==> src/rtl/wb_sdram_arb_if.sv <==
// Wishbone link bundle shared by the two masters and the SDRAM controller port.
// Masters connect through slave (arbiter side); the controller side uses ctrl.
interface wb_sdram_arb_if #(
  parameter int DW = 32,
  parameter int AW = 26
);
  logic            cyc;
  logic            stb;
  logic            we;
  logic [AW-1:0]   addr;
  logic [DW-1:0]   dat_w;
  logic [DW/8-1:0] sel;
  logic [2:0]      cti;
  logic            ack;
  logic            err;
  logic [DW-1:0]   dat_r;

  modport master (output cyc, stb, we, addr, dat_w, sel, cti, input ack, err, dat_r);
  modport slave  (input cyc, stb, we, addr, dat_w, sel, cti, output ack, err, dat_r);
  // The SDRAM controller port carries no error line back to the arbiter.
  modport ctrl   (output cyc, stb, we, addr, dat_w, sel, cti, input ack, dat_r);
endinterface

==> src/rtl/wb_sdram_arb.sv <==
// Two-master round-robin Wishbone arbiter in front of an SDRAM controller port,
// with a per-transfer ack timeout that aborts a stuck owner with a one-cycle err.
module wb_sdram_arb #(
  parameter int DW      = 32,
  parameter int AW      = 26,
  parameter int TO_W    = 8,
  parameter int TIMEOUT = 200
) (
  input  logic              wb_clk_i,
  input  logic              wb_resetn,
  input  logic              sdr_init_done,
  wb_sdram_arb_if.slave     m0,
  wb_sdram_arb_if.slave     m1,
  wb_sdram_arb_if.ctrl      s,
  output logic [1:0]        gnt_o,
  output logic              busy_o
);

  typedef enum logic [1:0] {IDLE = 2'd0, BUSY = 2'd1, ABORT = 2'd2} state_t;

  localparam logic [TO_W-1:0] CNT_LAST = TO_W'(TIMEOUT - 1);
  localparam logic [TO_W-1:0] CNT_MAX  = {TO_W{1'b1}};

  state_t          state_q, state_d;
  logic            own_q, own_d;
  logic            last_q, last_d;
  logic            rdy_q, rdy_d;
  logic [TO_W-1:0] cnt_q, cnt_d;

  logic req0, req1;
  logic in_busy;
  logic own_cyc;
  logic own_stb;

  assign req0    = m0.cyc & m0.stb;
  assign req1    = m1.cyc & m1.stb;
  assign in_busy = (state_q == BUSY);
  assign own_cyc = own_q ? m1.cyc : m0.cyc;
  assign own_stb = own_q ? m1.stb : m0.stb;

  // rdy_q holds off grants until the first edge after reset release.
  always_ff @(posedge wb_clk_i or negedge wb_resetn) begin
    if (!wb_resetn) begin
      state_q <= IDLE;
      own_q   <= 1'b0;
      last_q  <= 1'b1;
      rdy_q   <= 1'b0;
      cnt_q   <= '0;
    end else begin
      state_q <= state_d;
      own_q   <= own_d;
      last_q  <= last_d;
      rdy_q   <= rdy_d;
      cnt_q   <= cnt_d;
    end
  end

  always_comb begin
    state_d = state_q;
    own_d   = own_q;
    last_d  = last_q;
    rdy_d   = 1'b1;
    unique case (state_q)
      IDLE: begin
        if (rdy_q && sdr_init_done && (req0 || req1)) begin
          state_d = BUSY;
          own_d   = (req0 && req1) ? ~last_q : req1;
        end
      end
      BUSY: begin
        if (!own_cyc) begin
          state_d = IDLE;
          last_d  = own_q;
        end else if ((cnt_q == CNT_LAST) && !s.ack) begin
          state_d = ABORT;
        end
      end
      ABORT: begin
        state_d = IDLE;
        last_d  = own_q;
      end
      default: state_d = IDLE;
    endcase
  end

  // Ack-wait counter: runs only while a strobe is outstanding, sticks at all-ones.
  always_comb begin
    cnt_d = '0;
    if (in_busy && own_stb && !s.ack) begin
      cnt_d = (cnt_q == CNT_MAX) ? cnt_q : cnt_q + 1'b1;
    end
  end

  always_comb begin
    s.cyc   = 1'b0;
    s.stb   = 1'b0;
    s.we    = 1'b0;
    s.addr  = '0;
    s.dat_w = '0;
    s.sel   = '0;
    s.cti   = '0;
    if (in_busy) begin
      if (own_q) begin
        s.cyc   = m1.cyc;
        s.stb   = m1.stb;
        s.we    = m1.we;
        s.addr  = m1.addr;
        s.dat_w = m1.dat_w;
        s.sel   = m1.sel;
        s.cti   = m1.cti;
      end else begin
        s.cyc   = m0.cyc;
        s.stb   = m0.stb;
        s.we    = m0.we;
        s.addr  = m0.addr;
        s.dat_w = m0.dat_w;
        s.sel   = m0.sel;
        s.cti   = m0.cti;
      end
    end
  end

  always_comb begin
    m0.ack   = in_busy & ~own_q & s.ack;
    m1.ack   = in_busy &  own_q & s.ack;
    m0.dat_r = (in_busy & ~own_q) ? s.dat_r : '0;
    m1.dat_r = (in_busy &  own_q) ? s.dat_r : '0;
    m0.err   = (state_q == ABORT) & ~own_q;
    m1.err   = (state_q == ABORT) &  own_q;
    gnt_o    = in_busy ? {own_q, ~own_q} : 2'b00;
    busy_o   = in_busy;
  end

endmodule
==> src/flat_wrapper.sv <==
// flat-port wrapper written by rule: the top's interface ports become plain ports
module wb_sdram_arb_flat 
#(
  parameter int DW      = 32,
  parameter int AW      = 26,
  parameter int TO_W    = 8,
  parameter int TIMEOUT = 200
)
  (wb_clk_i, wb_resetn, sdr_init_done, gnt_o, busy_o, m0_cyc, m0_stb, m0_we, m0_addr, m0_dat_w, m0_sel, m0_cti, m0_ack, m0_err, m0_dat_r, m1_cyc, m1_stb, m1_we, m1_addr, m1_dat_w, m1_sel, m1_cti, m1_ack, m1_err, m1_dat_r, s_cyc, s_stb, s_we, s_addr, s_dat_w, s_sel, s_cti, s_ack, s_dat_r);
  wb_sdram_arb_if #(.DW(DW), .AW(AW)) m0_i ();
  wb_sdram_arb_if #(.DW(DW), .AW(AW)) m1_i ();
  wb_sdram_arb_if #(.DW(DW), .AW(AW)) s_i ();
  input  logic wb_clk_i;
  input  logic wb_resetn;
  input  logic sdr_init_done;
  output logic [1:0] gnt_o;
  output logic busy_o;
  input wire logic [$bits(m0_i.cyc)-1:0] m0_cyc;
  input wire logic [$bits(m0_i.stb)-1:0] m0_stb;
  input wire logic [$bits(m0_i.we)-1:0] m0_we;
  input wire logic [$bits(m0_i.addr)-1:0] m0_addr;
  input wire logic [$bits(m0_i.dat_w)-1:0] m0_dat_w;
  input wire logic [$bits(m0_i.sel)-1:0] m0_sel;
  input wire logic [$bits(m0_i.cti)-1:0] m0_cti;
  output wire logic [$bits(m0_i.ack)-1:0] m0_ack;
  output wire logic [$bits(m0_i.err)-1:0] m0_err;
  output wire logic [$bits(m0_i.dat_r)-1:0] m0_dat_r;
  input wire logic [$bits(m1_i.cyc)-1:0] m1_cyc;
  input wire logic [$bits(m1_i.stb)-1:0] m1_stb;
  input wire logic [$bits(m1_i.we)-1:0] m1_we;
  input wire logic [$bits(m1_i.addr)-1:0] m1_addr;
  input wire logic [$bits(m1_i.dat_w)-1:0] m1_dat_w;
  input wire logic [$bits(m1_i.sel)-1:0] m1_sel;
  input wire logic [$bits(m1_i.cti)-1:0] m1_cti;
  output wire logic [$bits(m1_i.ack)-1:0] m1_ack;
  output wire logic [$bits(m1_i.err)-1:0] m1_err;
  output wire logic [$bits(m1_i.dat_r)-1:0] m1_dat_r;
  output wire logic [$bits(s_i.cyc)-1:0] s_cyc;
  output wire logic [$bits(s_i.stb)-1:0] s_stb;
  output wire logic [$bits(s_i.we)-1:0] s_we;
  output wire logic [$bits(s_i.addr)-1:0] s_addr;
  output wire logic [$bits(s_i.dat_w)-1:0] s_dat_w;
  output wire logic [$bits(s_i.sel)-1:0] s_sel;
  output wire logic [$bits(s_i.cti)-1:0] s_cti;
  input wire logic [$bits(s_i.ack)-1:0] s_ack;
  input wire logic [$bits(s_i.dat_r)-1:0] s_dat_r;
  assign m0_i.cyc = m0_cyc;
  assign m0_i.stb = m0_stb;
  assign m0_i.we = m0_we;
  assign m0_i.addr = m0_addr;
  assign m0_i.dat_w = m0_dat_w;
  assign m0_i.sel = m0_sel;
  assign m0_i.cti = m0_cti;
  assign m0_ack = m0_i.ack;
  assign m0_err = m0_i.err;
  assign m0_dat_r = m0_i.dat_r;
  assign m1_i.cyc = m1_cyc;
  assign m1_i.stb = m1_stb;
  assign m1_i.we = m1_we;
  assign m1_i.addr = m1_addr;
  assign m1_i.dat_w = m1_dat_w;
  assign m1_i.sel = m1_sel;
  assign m1_i.cti = m1_cti;
  assign m1_ack = m1_i.ack;
  assign m1_err = m1_i.err;
  assign m1_dat_r = m1_i.dat_r;
  assign s_cyc = s_i.cyc;
  assign s_stb = s_i.stb;
  assign s_we = s_i.we;
  assign s_addr = s_i.addr;
  assign s_dat_w = s_i.dat_w;
  assign s_sel = s_i.sel;
  assign s_cti = s_i.cti;
  assign s_i.ack = s_ack;
  assign s_i.dat_r = s_dat_r;
  wb_sdram_arb #(.DW(DW), .AW(AW), .TO_W(TO_W), .TIMEOUT(TIMEOUT)) u_core (.wb_clk_i(wb_clk_i), .wb_resetn(wb_resetn), .sdr_init_done(sdr_init_done), .m0(m0_i), .m1(m1_i), .s(s_i), .gnt_o(gnt_o), .busy_o(busy_o));
endmodule
==> config.mk <==
export PLATFORM = sky130hd
export DESIGN_NAME = wb_sdram_arb_flat
export DESIGN_NICKNAME = d
export VERILOG_FILES = /design/src/rtl/wb_sdram_arb_if.sv /design/src/rtl/wb_sdram_arb.sv /design/src/flat_wrapper.sv
export SDC_FILE = /design/constraint.sdc
export NUM_CORES = 1
export LEC_CHECK = 0
export CORE_AREA = 4 4 118 120
export DETAILED_ROUTE_END_ITERATION = 10
export DIE_AREA = 0 0 122 124
export PLACE_DENSITY_LB_ADDON = 0.3
export SYNTH_ARGS = -nofsm -noshare
export SYNTH_HDL_FRONTEND = slang
export SYNTH_SLANG_ARGS = --single-unit
==> constraint.sdc <==
create_clock -name wb_clk_i -period 1.7 [get_ports wb_clk_i]
set_input_delay 0.425 -clock wb_clk_i [delete_from_list [all_inputs] [get_ports wb_clk_i]]
set_output_delay 0.425 -clock wb_clk_i [all_outputs]
set_load 0.005 [all_outputs]
==> results of run 1 <==
-- placed cells by master (no fill, tap or decap), types with 7 or more instances in the layout --
cell,count
nor2_2,13
buf_6,89
and2_4,28
and3_1,15
dfrtp_1,11
clkbuf_16,10
clkdlybuf4s50_1,171
nor2_1,54
buf_4,20
mux2i_1,55
buf_2,72
buf_16,10
buf_12,11
clkbuf_2,10
and3_4,20
mux2i_4,7
-- per-layer routing --
metal / wire length [µm] / vias to the layer above
li1: - / 1820
met4: 271 / 0
met2: 8910 / 154
met3: 1210 / 20
met1: 7010 / 1849
met5: 0 / -
-- worst max path at each step --
stage	startpoint	cells after the start	slack [ps]	to
after CTS	u_core.own_q	4	-540	m0_dat_r[21]
after global routing	u_core.own_q	7	-460	s_addr[5]
after floorplan	u_core.state_q[1]	5	20	m0_dat_r[10]
after detailed placement	m1_stb	4	-480	s_stb
final	u_core.own_q	7	-400	s_addr[23]
after global placement	m1_stb	4	-470	s_stb
-- cell type report --
type | count | area (µm²)
fill | 1179 | 6130
timing repair buffer | 400 | 4090
multi-input combinational | 260 | 2120
sequential | 13 | 330
tap | 176 | 220
clock buffer | 4 | 78.8
inverter | 2 | 15.0
-- flip-flops by register name, summed over array words and instances, names as in the netlist --
name,count
u_core.state_q,2
u_core.cnt_q,8
u_core.own_q,1
u_core.rdy_q,1
u_core.last_q,1
-- logic make-up (layout without fill, tap and decap cells) --
logic type	after synthesis	after routing	share of synthesized area, %
and+or+nand+nor	171	171	40.8
muxes	69	69	31.7
buffers and inverters	33	406	6.49
AOI/OAI and AO/OA	18	18	5.22
DFF	13	13	15.0
adders and majority gates	1	1	0.574
other	1	1	0.172
-- through the flow --
stage | cells | hold WS [ps] | power, mW
CTS | 831 | 441 | 3.63
global route | 855 | 456 | 4.39
floorplan | 306 | 129 | 1.23
global placement | 787 | 528 | 2.51
finish | 855 | 434 | 4.19
detailed placement | 787 | 534 | 2.54
-- power breakdown --
group,internal (mW),total (mW),switching [mW]
logic,2.12,3.39,1.26
clock network,0.315,0.429,0.114
registers,0.335,0.373,0.0381
total,2.77,4.19,1.42
-- timing repair --
action	4_1_cts	5_1_grt
pin swaps	8	48
endpoints found under the setup margin	139	147
gates resized for setup	440	298
cloned	10	9
hold endpoints to repair	0	0
buffers inserted	30	23
==> results.md, run 1 <==
* Post-synthesis sequential area ratio at ~15%
* Seq cells post-synth at 13
* Critical Path RT at around 1300 ps
* Nature of the critical path endpoint: output pin
* Antenna violations before repair at 0
* Die H at ~120 µm
* Grt met1 use at between 20% and 30%
* Iteration-0 DRC Markers at 175
* Vias in the first global route at 3571
* Reg-to-reg endpoint: u_core.cnt_q[2]
* Largest cells by area after synthesis: mux2i_1, dfrtp_1, nor2_1, and3_1, and2_1
* Floorplan Core Area at ~0.013 mm²
* Critical-path top delay cell: dfrtp_4
* Global-route wire length before repair at 21.3 mm
* Global router's overall resource usage at 18.2%
* Worst slack, placed at -475 ps
* Busiest layer in global routing: met2
* Grt ovf at 0
* Die ar. at ~0.015 mm²
* Row cnt at 42
* CP bufs+invs at 5
* Crit path max fanout at 7
* Root Driver: clkbuf_16
* Critical Path Max Stage Delay at ~550 ps
* Num CTS Buffers at 3
* Setup TNS at -33580 ps
* R2R depth at 5
* Placer Congestion at ~0.84
* Yosys top cell by area: mux2i_1
* Boundary Pins at about 310
* Post-layout minimum cycle time at about 2100 ps
* Delay-heaviest family, CP: buffers and inverters
* Mapped Nets at 479
* Met3 Track Usage GR at under 10%
* Pins over their slew limit at 0
* Drt first pass iters at 4
* Final setup viols at 139
* Largest net degree at the start of global routing at 43
* Synth cell types at 35
* Vias/cell at 4.49
* Placed wire-length estimate at between 10 and 15 mm
* Number of flops mapped to enable cells by yosys at 0
* Die W at 122 µm
* Synth top cells by count: nor2_1, mux2i_1, and3_1
* Mapped Cells at a little over 300
* Vias at approximately 3800
* Cell area after layout at between 0.006 and 0.007 mm²
* Post-layout worst setup margin at -402 ps
* Port-buffer cells at between 300 and 400
* Initial core utilization at about 17%
* Sequence of cells on the critical path: buf_6 > buf_6 > buf_12 > buf_4 > mux2i_1 > nor2_1 > buf_2
* Layout cells sized above 1 at 47.9%
* Antenna diodes at 0
* WP data arrival at between 1500 and 2000 ps
* Clock-pin slew of the registers on the worst-case setup and hold paths at about 40 ps
* VDD IR-drop max at about 0.53 mV
* Setup slack, reg-to-reg at 0 ps
* Top cell type's share of synthesized area at around 31%
* Final core utilization at a little over half
* Dpl cell area at approximately 0.0056 mm²
* Final hold violations at 0
* Setup CP Type: flip-flop to output pin
* Clock Path Buffers at 2
* Synthesized cell area at 0.00218 mm²
* FFs w/ async S/R, synth at 100%
* Final #Nets at around 850
* PwrDens at roughly 610 mW/mm²
* Final period util at 124%
* Fmax at approximately 0.48 GHz
* Crit start category: flip-flop
* Met2 Usage GRT at between 30% and 40%
* Unrepaired setup endpoints after global routing: true
* Leak pwr at between 3 and 4 nW
* Final setup skew at about 3.1 ps
* Hold Crit Class: primary input to asynchronous set/reset pin
* DRC viols at 0
* Status: finished, violations left
* Most used cell, CP: buf_6
* Post-DRT Antenna Nets at 0
* Synth warnings at 0
* Final wirelength at 17.4 mm
* H-tree Lvls at 1
* Syn Area/Cell at 7.12 µm²
* Top-count cell post-synth: nor2_1
* CTS sink count at 13
* Max Cap Viol at 0
* CTS tree: done
* Cts hold-fix bufs at 0
* Area Growth Syn to Fin at 214%
* Violated checks: negative setup slack
* Clock latency on the worst-skew pair at 240 ps
* Post-synth top flop: dfrtp_1
* R2R Path Start: u_core.own_q
* Wire length per cell at 20.4 µm
(Power assumes the default switching activity.)
==> run 2, diff against run 1 <==
Settings changed: CELL_PAD_IN_SITES_DETAIL_PLACEMENT from default to 0, CELL_PAD_IN_SITES_GLOBAL_PLACEMENT from default to 1, CORE_AREA 4 4 118 120 to default, CORE_MARGIN from default to 4, CORE_UTILIZATION from default to 13, DIE_AREA 0 0 122 124 to default, PLACE_DENSITY_LB_ADDON 0.3 to 0.1.
==> results.md, run 2 (synthesis results as in run 1) <==
* Die ar. at approximately 0.019 mm²
* Fmax at between 0.4 and 0.5 GHz
* CP bufs+invs at 5
* Met2 Usage GRT at between 20% and 30%
* Critical Path Max Stage Delay at ~500 ps
* Cts hold-fix bufs at 0
* PwrDens at roughly 580 mW/mm²
* Commonest non-fill, non-tap cell in the layout: clkdlybuf4s50_1
* Regs by FF count: u_core.cnt_q: 8 flops, u_core.state_q: 2 flops
* Delay-heaviest family, CP: buffers and inverters
* Sequential power share at a little under a tenth
* Clock Path Buffers at 2
* Unrepaired setup endpoints after global routing: true
* Placed wire-length estimate at between 10 and 15 mm
* VDD IR-drop max at 0.343 mV
* Die W at around 140 µm
* Busiest layer in global routing: met2
* Area Growth Syn to Fin at 200%
* Grt met1 use at a little under a fifth
* Comb power frac at between 70% and 80%
* Critical Path RT at roughly 1300 ps
* Clock latency on the worst-skew pair at between 200 and 250 ps
* Layout cells sized above 1 at 44.0%
* Global-route wire length before repair at between 20 and 25 mm
* Vias in the first global route at 3352
* Antenna violations before repair at 3
* R2R depth at 6
* CTS tree: done
* Setup slack, reg-to-reg at -150 ps
* Placed insts at 829
* Placer Congestion at around 0.8
* Pins over their slew limit at 0
* Post-layout worst setup margin at -345 ps
* Initial core utilization at a little over an eighth
* Fill cells at between 1500 and 2000
* Final setup skew at between 2 and 3 ps
* Crit. Startpoint: u_core.own_q
* Sw frac at 33.2%
* Grt ovf at 0
* Final setup viols at ~150
* Most used cell, CP: buf_12
* Clock-pin slew of the registers on the worst-case setup and hold paths at around 50 ps
* Port-buffer cells at 310
* Max Cap Viol at 0
* Vias at around 3600
* Setup TNS at -32000 ps
* DRC viols at 0
* Final std cells w/o fill at slightly below 900
* Post-layout minimum cycle time at 2050 ps
* WP data arrival at ~1600 ps
* Final #Nets at between 800 and 900
* Post-DRT Antenna Nets at 0
* Wire length per cell at 19.4 µm
* Iteration-0 DRC Markers at 68
* Global router's overall resource usage at 15.7%
* Violated checks: negative setup slack
* CTS sink count at 13
* Largest net degree at the start of global routing at 35
* Hold Crit Class: primary input to asynchronous set/reset pin
* Floorplan Core Area at 0.0165 mm²
* Commonest non-fill, non-tap cells in the layout: clkdlybuf4s50_1, buf_6, buf_2, nor2_1, mux2i_1
* Cell area after layout at between 0.006 and 0.007 mm²
* Sequence of cells on the critical path: buf_12 > buf_12 > buf_12 > buf_8 > mux2i_1 > nor2_1 > buf_2
* Root Driver: clkbuf_16
* H-tree Lvls at 1
* Met3 Track Usage GR at around 3.6%
* Switching pwr at 1.27 mW
* Final period util at 120%
* Clock Power Share at approximately 12%
* R2R Path Start: u_core.own_q
* Critical-path top delay cell: dfrtp_4
* Vias/cell at around 4.1
* Reg-to-reg endpoint: u_core.cnt_q[7]
* Nature of the critical path endpoint: output pin
* Final wirelength at around 17 mm
* Reg with most FFs: u_core.cnt_q
* Crit path max fanout at 6
* Max FFs per register at 8
* Drt first pass iters at 4
* Die H at about 140 µm
* Setup CP Type: flip-flop to output pin
* Crit start category: flip-flop
* P_int at roughly 2.6 mW
* Boundary Pins at between 300 and 400
* Row cnt at 47
* Dpl cell area at about 0.0057 mm²
* Final hold violations at 0
* Leak pwr at between 3 and 4 nW
* Num CTS Buffers at 3
* Status: finished, violations left
[run 2: power by group through the flow]
| stage | logic (mW) | clock network [mW] | registers [mW] |
|---|---|---|---|
| after floorplan | 0.891 | 0 | 0.343 |
| after global placement | 2.15 | 0 | 0.363 |
| after detailed placement | 2.16 | 0 | 0.364 |
| after CTS | 2.93 | 0.450 | 0.351 |
| after global routing | 3.22 | 0.467 | 0.356 |
| final | 3.03 | 0.442 | 0.355 |
[run 2: through the flow]
stage          hold slack (ps)  power [mW]  utilization [%]  worst slack [ps]
2_1_floorplan              129        1.23                -              20.5
3_3_place_gp               522        2.51             34.5              -461
3_5_place_dp               539        2.52             34.5              -478
4_1_cts                    501        3.73             37.1              -383
5_1_grt                    502        4.04             39.6              -391
6_report                   489        3.83             39.6              -345
[run 2: how the worst max path moves through the flow]
stage / to / slack, ps / depth (start not counted)
finish: s_dat_w[23] / -350 / 7
detailed placement: s_stb / -480 / 4
global placement: s_cyc / -460 / 5
global route: s_dat_w[28] / -390 / 7
CTS: s_cyc / -380 / 5
floorplan: m0_dat_r[10] / 20 / 5
[run 2: layout make-up]
class | instances | area (µm²) | area share [%]
tap | 220 | 275 | 4.21
sequential | 13 | 330 | 5.05
antenna | 1 | 2.50 | 0.0382
clock buffer | 4 | 78.8 | 1.20
multi-input combinational | 260 | 2020 | 30.9
inverter | 2 | 12.5 | 0.191
timing repair buffer | 375 | 3820 | 58.4
[run 2: per-layer routing]
metal  vias up  part of all wire, %
li1       1769                    -
met1      1645                   36
met2       139                   53
met3        24                  8.4
met4         4                  2.0
met5         -                 0.14
[run 2: what timing repair did]
action / 4_1_cts / 5_1_grt
buffers inserted: 24 / 13
gates resized for setup: 636 / 123
setup endpoints to repair: 139 / 146
pin swaps: 20 / 40
gates cloned: 13 / 1
==> run 3, diff against run 2 <==
Settings changed: CTS_CLUSTER_DIAMETER from default to 80, REMOVE_ABC_BUFFERS from default to 1.
==> results.md, run 3 (synthesis results as in run 1) <==
* Grt ovf at 0
* Final std cells w/o fill at 899
* Root Driver: clkbuf_16
* Final period util at 119%
* Leak pwr at between 3 and 4 nW
* Initial core utilization at between 10% and 20%
* Final #Nets at 852
* Length of routed met3 wiring at roughly 1.7 mm
* Tot Pwr at 4.22 mW
* Wire length per cell at about 20 µm
* Critical Path RT at about 1300 ps
* Crit path max fanout at 7
* Clock-pin slew of the registers on the worst-case setup and hold paths at around 50 ps
* Final setup viols at around 150
* Largest net degree at the start of global routing at 18
* Boundary Pins at 311
* Drt first pass iters at 4
* Antenna violations before repair at 1
* Vias at 3769
* Sequence of cells on the critical path: buf_12 > buf_12 > buf_6 > mux2i_4 > nor2_4 > buf_6
* Placer Congestion at ~0.8
* Placed insts at 836
* Clock latency on the worst-skew pair at ~240 ps
* Met2 wire length at about 9.8 mm
* Commonest non-fill, non-tap cells in the layout: clkdlybuf4s50_1, buf_2, buf_6, nor2_1, mux2i_1
* Global router's overall resource usage at between 10% and 20%
* Die H at between 100 and 150 µm
* Max FFs per register at 8
* Iteration-0 DRC Markers at 150
* Placed wire-length estimate at 13.3 mm
* Status: finished, violations left
* Setup CP Type: flip-flop to output pin
* Area Growth Syn to Fin at 214%
* Final hold violations at 0
* Commonest non-fill, non-tap cell in the layout: clkdlybuf4s50_1
* Setup TNS at -32330 ps
* Metal1 wirelength at between 5 and 6 mm
* VDD IR-drop max at about 0.25 mV
* Floorplan Core Area at 0.0165 mm²
* Hold Crit Class: primary input to asynchronous set/reset pin
* Final wirelength at 17.8 mm
* H-tree Lvls at 1
* Row cnt at 47
* Port-buffer cells at 310
* Vias/cell at 4.19
* CTS tree: done
* Violated checks: negative setup slack
* Critical-path top delay cell: dfrtp_4
* Global-route wire length before repair at between 20 and 25 mm
* Post-DRT Antenna Nets at 0
* Fmax at 0.493 GHz
* Num CTS Buffers at 3
* Highest routed layer: met4
* WHS at 492 ps
* Reg with most FFs: u_core.cnt_q
* Die ar. at roughly 0.019 mm²
* Post-layout worst setup margin at -328 ps
* Critical Path Max Stage Delay at between 500 and 600 ps
* CP bufs+invs at 4
* Clock Path Buffers at 2
* Layout cells sized above 1 at between 40 and 50%
* Pins over their slew limit at 0
* Unrepaired setup endpoints after global routing: true
* Delay-heaviest family, CP: flip-flops
* Die W at 137 µm
* CTS sink count at 13
* Final setup skew at about 6.4 ps
* Max Cap Viol at 0
* WP data arrival at ~1600 ps
* Nature of the critical path endpoint: output pin
* Final core utilization at 41.4%
* DRC viols at 0
* Post-layout minimum cycle time at just over 2000 ps
* Crit start category: flip-flop
* Vias in the first global route at 3900
* PwrDens at 617 mW/mm²
* Regs by FF count: u_core.cnt_q: 8 flops, u_core.state_q: 2 flops
==> run 3: stage by stage <==
stage | setup WS (ps) | area (µm²)
after floorplan | -2800 | 2050
after CTS | -347 | 6480
after detailed placement | -546 | 5760
after global routing | -383 | 6840
after global placement | -516 | 5760
final | -328 | 6840
==> run 3: per-layer routing <==
metal  GRT usage [%]  up-vias
li1                -     1810
met1            16.4     1726
met2            35.5      209
met3            5.04       24
met4            5.16        0
met5               0        -
==> run 3: report_power, final <==
group	total (mW)	switching, mW	internal, mW
clock	0.440	0.124	0.316
combinational	3.41	1.23	2.18
sequential	0.373	0.0388	0.334
total	4.22	1.39	2.83
==> run 3: cell type report <==
class	instances	area, µm²
Inverter	2	15.0
Clock buffer	4	78.8
Antenna cell	1	2.50
Multi-Input combinational cell	260	2110
Timing Repair Buffer	399	4030
Sequential cell	13	330
Tap cell	220	275
Fill cell	1673	9690
==> run 3: final timing paths <==
path | from | endpoint | slack [ps] | depth (start not counted)
setup / recovery | u_core.own_q | s_dat_w[13] | -330 | 6
hold / removal | wb_resetn | u_core.cnt_q[7] | 490 | 2
setup reg to reg | u_core.own_q | u_core.cnt_q[5] | -190 | 6
hold reg to reg | u_core.state_q[1] | u_core.last_q | 570 | 2
max in group asynchronous | wb_resetn | u_core.last_q | 960 | 2
min in group wb_clk_i | u_core.state_q[1] | u_core.last_q | 570 | 2
==> run 3: repair_timing <==
item                                    4_1_cts  5_1_grt
hold buffers                                  0        0
endpoints found under the setup margin      139      149
pin swaps                                    27       58
buffers inserted                             32       26
gates cloned                                 15        2
gates resized for setup                     655      129
